$ cat config.mk
export PLATFORM = sky130hd
export DESIGN_NAME = fifo_rd_ctrl_read
export DESIGN_NICKNAME = d
export VERILOG_FILES = /design/src/rtl/fifo_rd_ctrl_read.sv
export SDC_FILE = /design/constraint.sdc
export NUM_CORES = 1
export LEC_CHECK = 0
export BUFFER_PORTS_ARGS = -buffer_cell sky130_fd_sc_hd__buf_4
export CORE_ASPECT_RATIO = 1.2
export CORE_MARGIN = 2
export CORE_UTILIZATION = 52
export CTS_BUF_LIST = sky130_fd_sc_hd__clkbuf_8
export DETAILED_ROUTE_END_ITERATION = 12
export GPL_TIMING_DRIVEN = 0
export PLACE_DENSITY = 0.85
export REMOVE_ABC_BUFFERS = 1
export SYNTH_ARGS = -nofsm -noshare
export SYNTH_HDL_FRONTEND = slang
export SYNTH_SLANG_ARGS = --single-unit
$ cat constraint.sdc
create_clock -name r_clk -period 2.7 [get_ports r_clk]
set_input_delay 0.135 -clock r_clk [delete_from_list [all_inputs] [get_ports r_clk]]
set_output_delay 0.135 -clock r_clk [all_outputs]
set_load 0.01 [all_outputs]
$ cat src/rtl/fifo_rd_ctrl_read.sv
// -----------------------------------------------------------------------------
// fifo_rd_ctrl_read
// Read-domain controller of the bridge read-path async FIFO.
//  - Synchronises the write-side gray pointer into r_clk.
//  - Owns the binary/gray read pointer and the registered empty flag.
//  - Drives the memory read address and captures mem_rdata into a
//    valid/ready output register for the read-domain AHB logic.
//  - Returns the registered gray read pointer to the write domain.
// Optional feature macro: FIFO_RD_LEVEL_EN adds the registered r_level port
// (words visible to the read side, seen through the synchroniser).
// -----------------------------------------------------------------------------
module fifo_rd_ctrl_read #(
   parameter int D_SIZE      = 16,
   parameter int F_DEPTH     = 4,
   parameter int P_SIZE      = 3,
   parameter int SYNC_STAGES = 2
) (
   input  logic              r_clk,
   input  logic              r_rstn,
   input  logic [P_SIZE-1:0] w_gray_ptr,
   input  logic [D_SIZE-1:0] mem_rdata,
   output logic [P_SIZE-2:0] r_addr,
   output logic [P_SIZE-1:0] r_gray_ptr,
   output logic              r_empty,
   output logic              rd_valid,
   input  logic              rd_ready,
   output logic [D_SIZE-1:0] rd_data
`ifdef FIFO_RD_LEVEL_EN
   ,
   output logic [P_SIZE-1:0] r_level
`endif
);

   localparam int A_SIZE = $clog2(F_DEPTH);

   logic [P_SIZE-1:0] r_sync [SYNC_STAGES];
   logic [P_SIZE-1:0] r_rbin;
   logic [P_SIZE-1:0] w_wq;
   logic              w_load;
   logic              w_fire;
   logic [P_SIZE-1:0] w_rbin_next;
   logic [P_SIZE-1:0] w_rgray_next;

   // Multi-flop synchroniser: the only logic that samples w_gray_ptr.
   // NOTE: every stage of this flop array is reset so the empty compare
   // starts from a known pointer; the array is tiny, so resetting it is free.
   always_ff @(posedge r_clk or negedge r_rstn) begin
      if (!r_rstn) begin
         for (int i = 0; i < SYNC_STAGES; i++) r_sync[i] <= '0;
      end else begin
         r_sync[0] <= w_gray_ptr;
         for (int i = 1; i < SYNC_STAGES; i++) r_sync[i] <= r_sync[i-1];
      end
   end

   assign w_wq = r_sync[SYNC_STAGES-1];

   // Pop decision and next read pointer; the output register can take a word
   // when it is empty or is being emptied this cycle.
   always_comb begin
      w_load       = !rd_valid || rd_ready;
      w_fire       = w_load && !r_empty;
      w_rbin_next  = r_rbin + {{(P_SIZE-1){1'b0}}, w_fire};
      w_rgray_next = (w_rbin_next >> 1) ^ w_rbin_next;
   end

   // Read pointer, gray copy for the write domain, and empty flag. Empty is
   // judged on the next pointer so it is already correct on the last pop.
   // NOTE: state registers use non-blocking assignments so every flop samples
   // pre-edge values regardless of statement order.
   always_ff @(posedge r_clk or negedge r_rstn) begin
      if (!r_rstn) begin
         r_rbin     <= '0;
         r_gray_ptr <= '0;
         r_empty    <= 1'b1;
      end else begin
         r_rbin     <= w_rbin_next;
         r_gray_ptr <= w_rgray_next;
         r_empty    <= (w_rgray_next == w_wq);
      end
   end

   assign r_addr = r_rbin[A_SIZE-1:0];

   // Output register: capture on pop, drop valid when consumed, else hold.
   always_ff @(posedge r_clk or negedge r_rstn) begin
      if (!r_rstn) begin
         rd_valid <= 1'b0;
         rd_data  <= '0;
      end else if (w_fire) begin
         rd_valid <= 1'b1;
         rd_data  <= mem_rdata;
      end else if (rd_ready) begin
         rd_valid <= 1'b0;
      end
   end

`ifdef FIFO_RD_LEVEL_EN
   logic [P_SIZE-1:0] w_wbin;

   function automatic logic [P_SIZE-1:0] gray2bin(input logic [P_SIZE-1:0] g);
      logic [P_SIZE-1:0] b;
      b[P_SIZE-1] = g[P_SIZE-1];
      for (int i = P_SIZE - 2; i >= 0; i--) b[i] = b[i+1] ^ g[i];
      return b;
   endfunction

   assign w_wbin = gray2bin(w_wq);

   // Fill level as seen by the read side; the wrap bit lets a full FIFO
   // read as F_DEPTH rather than zero.
   always_ff @(posedge r_clk or negedge r_rstn) begin
      if (!r_rstn) begin
         r_level <= '0;
      end else begin
         r_level <= w_wbin - w_rbin_next;
      end
   end
`endif

endmodule
==> run summary <==
The initial core utilization came out at 54.3%. The slew at the pin closest to its max-slew limit is roughly 0.66 ns. The startpoint identified for the worst register-to-register timing path is rd_valid$_DFFE_PN0P_. The mean instance size in the synthesized netlist came out at 16.9 µm². After routing, the total negative slack on setup checks comes to 0 ns. Among all flip-flop cells after synthesis, the most frequent one is dfrtp_1.

The type of the worst setup path is flip-flop to flip-flop. The largest vdd supply drop came out at ~0.73 mV. Ranked by total cell area, the synthesized netlist is headed by dfrtp_1 (63%), mux2_4 (12%), mux2_2 (7.1%). The final non-filler cell total is 151.

The die outline height is 54.7 µm. The Yosys warning count came out at 0. The run finished with clean final reports. 0 antenna diodes ended up in the layout.

The synthesized netlist occupies a cell area of 1110 µm². The max-slew headroom at the worst pin came out at 56.0%. The path class of the tightest hold or removal check is primary input to flip-flop. Sorting the synthesized cells by how often they occur yields dfrtp_1 (28), mux2_4 (9), mux2_2 (7). The average vias per placed instance came out at 4.62. The clock tree from TritonCTS is done. The pin count of the biggest net entering global routing is 30.

The root buffer selected by CTS is clkbuf_8. The final number of hold-violating endpoints came to 0. The post-CTS clock slew at the launch and capture registers of the worst setup and hold paths is 0.06 ns. Along the worst path, the maximum fanout reaches 17. The number of instances on the worst hold path is 2.

The synthesized design contains 29 register bits. The worst setup margin is 0.633 ns. The required time of the worst setup path is 2.90 ns.

The max capacitance violation total came out at 0. The net count of the finished layout is 144. The clock drives 29 sinks. In this run the critical register-to-register path is captured at r_empty$_DFF_PN1_. The utilization of the core after routing came out at 78.1%. The number of synthesized flops with an enable pin came out at 0. The proportion of synthesized chip area in sequential cells came out at 65.4%. The maximum clock path buffer count came out at 2. The number of antenna violations at the first check in global routing came out at 0. The clock latency of the later-clocked register in the worst-skew pair is 0.27 ns. The layout-stage area growth over the synthesis result came out at 44.0%.

The most critical setup path has its startpoint at rd_valid$_DFFE_PN0P_. The first global-routing pass estimated approximately 2.9 mm of wire. The power per cell area is approximately 1000 nW/µm².

STA puts the critical path data arrival time at approximately 2.3 ns. For this design the top-level I/O count stands at 45. STA classifies the critical path endpoint as a flip-flop. The number of DRC violations after detailed routing came out at 0. The fmax is 484 MHz. In this run the tool buffered the top-level ports with 44 buffer cells.

The leakage dissipation is 0.795 nW. The number of H-tree branching levels is 2. The floorplan has 18 rows.

The count of pins over their slew limit is 0. The die covers about 2500 µm². The share of post-route cells with drive strength above 1 is 59.5%. Setup repair after global routing left no endpoint under its margin.

The final clock period utilization by the worst path came out at about three quarters. Among all cell types in the netlist, the one instantiated most often is dfrtp_1. In this run the most critical hold path is launched from rd_ready. The wire length reported by the detailed router came out at 1.90 mm.

Before CTS, the worst setup slack after placement is 0.610 ns. Buffers inserted during clock tree synthesis total 5. In this run the remaining antenna-violating nets after routing total 0.

The initial DRC count is 1. The length of the first detailed-routing pass in iterations came out at 2. The shortest period the worst path allows came out at 2.07 ns. The fraction of post-synthesis cell area in the top cell type by area came out at roughly 63%.

The placer's final routability congestion estimate came out at between 0.6 and 0.7. The register-to-register path setup slack came out at 0.63 ns. Setup violations remaining at the end of the flow were counted as 0.

The core region is 2050 µm². The overflow left after global routing came out at 0. The async set-or-reset flop fraction in the synthesized netlist is 100%.

The number of cells on the worst reg-to-reg path is 7. The cell taking the most area after synthesis is dfrtp_1. The sum of net half-perimeters after detailed placement came out at 1.37 mm.

After technology mapping, the gate count stands at 66. The worst hold path terminates at rd_valid$_DFFE_PN0P_. For the final database, setup skew stands at 0.00479 ns. The via count of the first global-routing pass came out at 681.

The number of cells in the design after placement is 139. The number of distinct library cells after synthesis is 18. Detailed routing inserted a total of 697 vias. The overall routing resource usage is 17.6%. The filler cell count in the final layout is 120. The category of the worst setup path launch point is a flip-flop. The number of gates resized after CTS came out at 0.

The die is ~46 µm wide. Dividing the detail-routed wire length by the instance count gives 12.6 µm.
kinds of logic after synthesis:
logic type                 after synthesis  share of synthesized area, %
DFF                                     29                          65.4
muxes                                   18                          21.0
and+or+nand+nor                          6                          2.70
xor gates and xnor gates                 4                          3.15
buffers and inverters                    4                          2.81
AOI/OAI and AO/OA                        3                          2.70
adders and majority gates                2                          2.25
routing by layer:
| layer | track usage, % | wire, µm | vias to the layer above |
|---|---|---|---|
| met5 | 0 | 0 | - |
| met4 | 8.57 | 32 | 0 |
| met3 | 8.91 | 114 | 4 |
| met2 | 27.5 | 1030 | 25 |
| met1 | 19.7 | 719 | 339 |
| li1 | - | - | 329 |
critical path: stages, from the launching register on:
cell and delay [ns]:
dfrtp_1 0.42, a21oi_4 0.56, ha_1 0.27, ha_1 0.16
xnor2_1 0.20, inv_1 0.11, mux2i_1 0.13, o2bb2ai_1 0.13
area by class of cell:
cell class | count | area (µm²) | area share [%]
inverter | 3 | 11.3 | 0.703
multi-input combinational | 33 | 354 | 22.1
sequential | 29 | 727 | 45.4
clock buffer | 7 | 96.3 | 6.02
tap | 30 | 37.5 | 2.34
timing repair buffer | 48 | 370 | 23.1
clock inverter | 1 | 5.00 | 0.312
how the worst max path moves through the flow:
stage | to | slack, ns | cells past startpoint
finish | r_empty$_DFF_PN1_ | 0.63 | 7
global route | r_empty$_DFF_PN1_ | 0.48 | 7
CTS | r_empty$_DFF_PN1_ | 0.60 | 7
detailed placement | r_empty$_DFF_PN1_ | 0.61 | 7
global placement | r_empty$_DFF_PN1_ | 0.66 | 7
floorplan | r_empty$_DFF_PN1_ | 0.81 | 7
power breakdown:
group / leakage [nW] / internal, mW / switching (mW) / total (mW)
Combinational: 0.407 / 0.325 / 0.236 / 0.562
Clock: 0.0542 / 0.230 / 0.152 / 0.381
Sequential: 0.334 / 0.560 / 0.0647 / 0.625
sequential cells by signal, indices dropped and copies added (netlist names):
name        cells
rd_data        16
w_wq            3
r_empty         1
rd_valid        1
r_rbin          2
r_sync          3
r_gray_ptr      3
stage by stage:
stage               total power, mW  hold WS [ns]  instance area (µm²)
global route                   1.66        0.0518                 1600
global placement               1.18        0.0665                 1460
detailed placement             1.20        0.0731                 1460
finish                         1.57        0.0654                 1600
CTS                            1.59        0.0624                 1600
floorplan                     0.946        -0.161                 1090
repair_timing:
item / in CTS / in global routing
hold buffers: 4 / 0
setup endpoints to repair: 0 / 0
buffers inserted: 0 / 0
endpoints found under the hold margin: 31 / 0
cell usage in the layout (no fill, tap or decap):
master         count
clkbuf_8           7
nor2_1             1
clkinv_2           1
buf_4             44
mux2i_1            2
mux2_4             9
mux2_2             7
o21ai_0            1
dfrtp_1           28
xor2_1             2
nor2b_1            2
inv_1              2
or2_2              1
inv_2              1
o2bb2ai_1          1
dlygate4sd3_1      4
nand2_1            2
ha_1               2
a21oi_4            1
xnor2_1            2
dfstp_2            1
(Power assumes the default switching activity.)
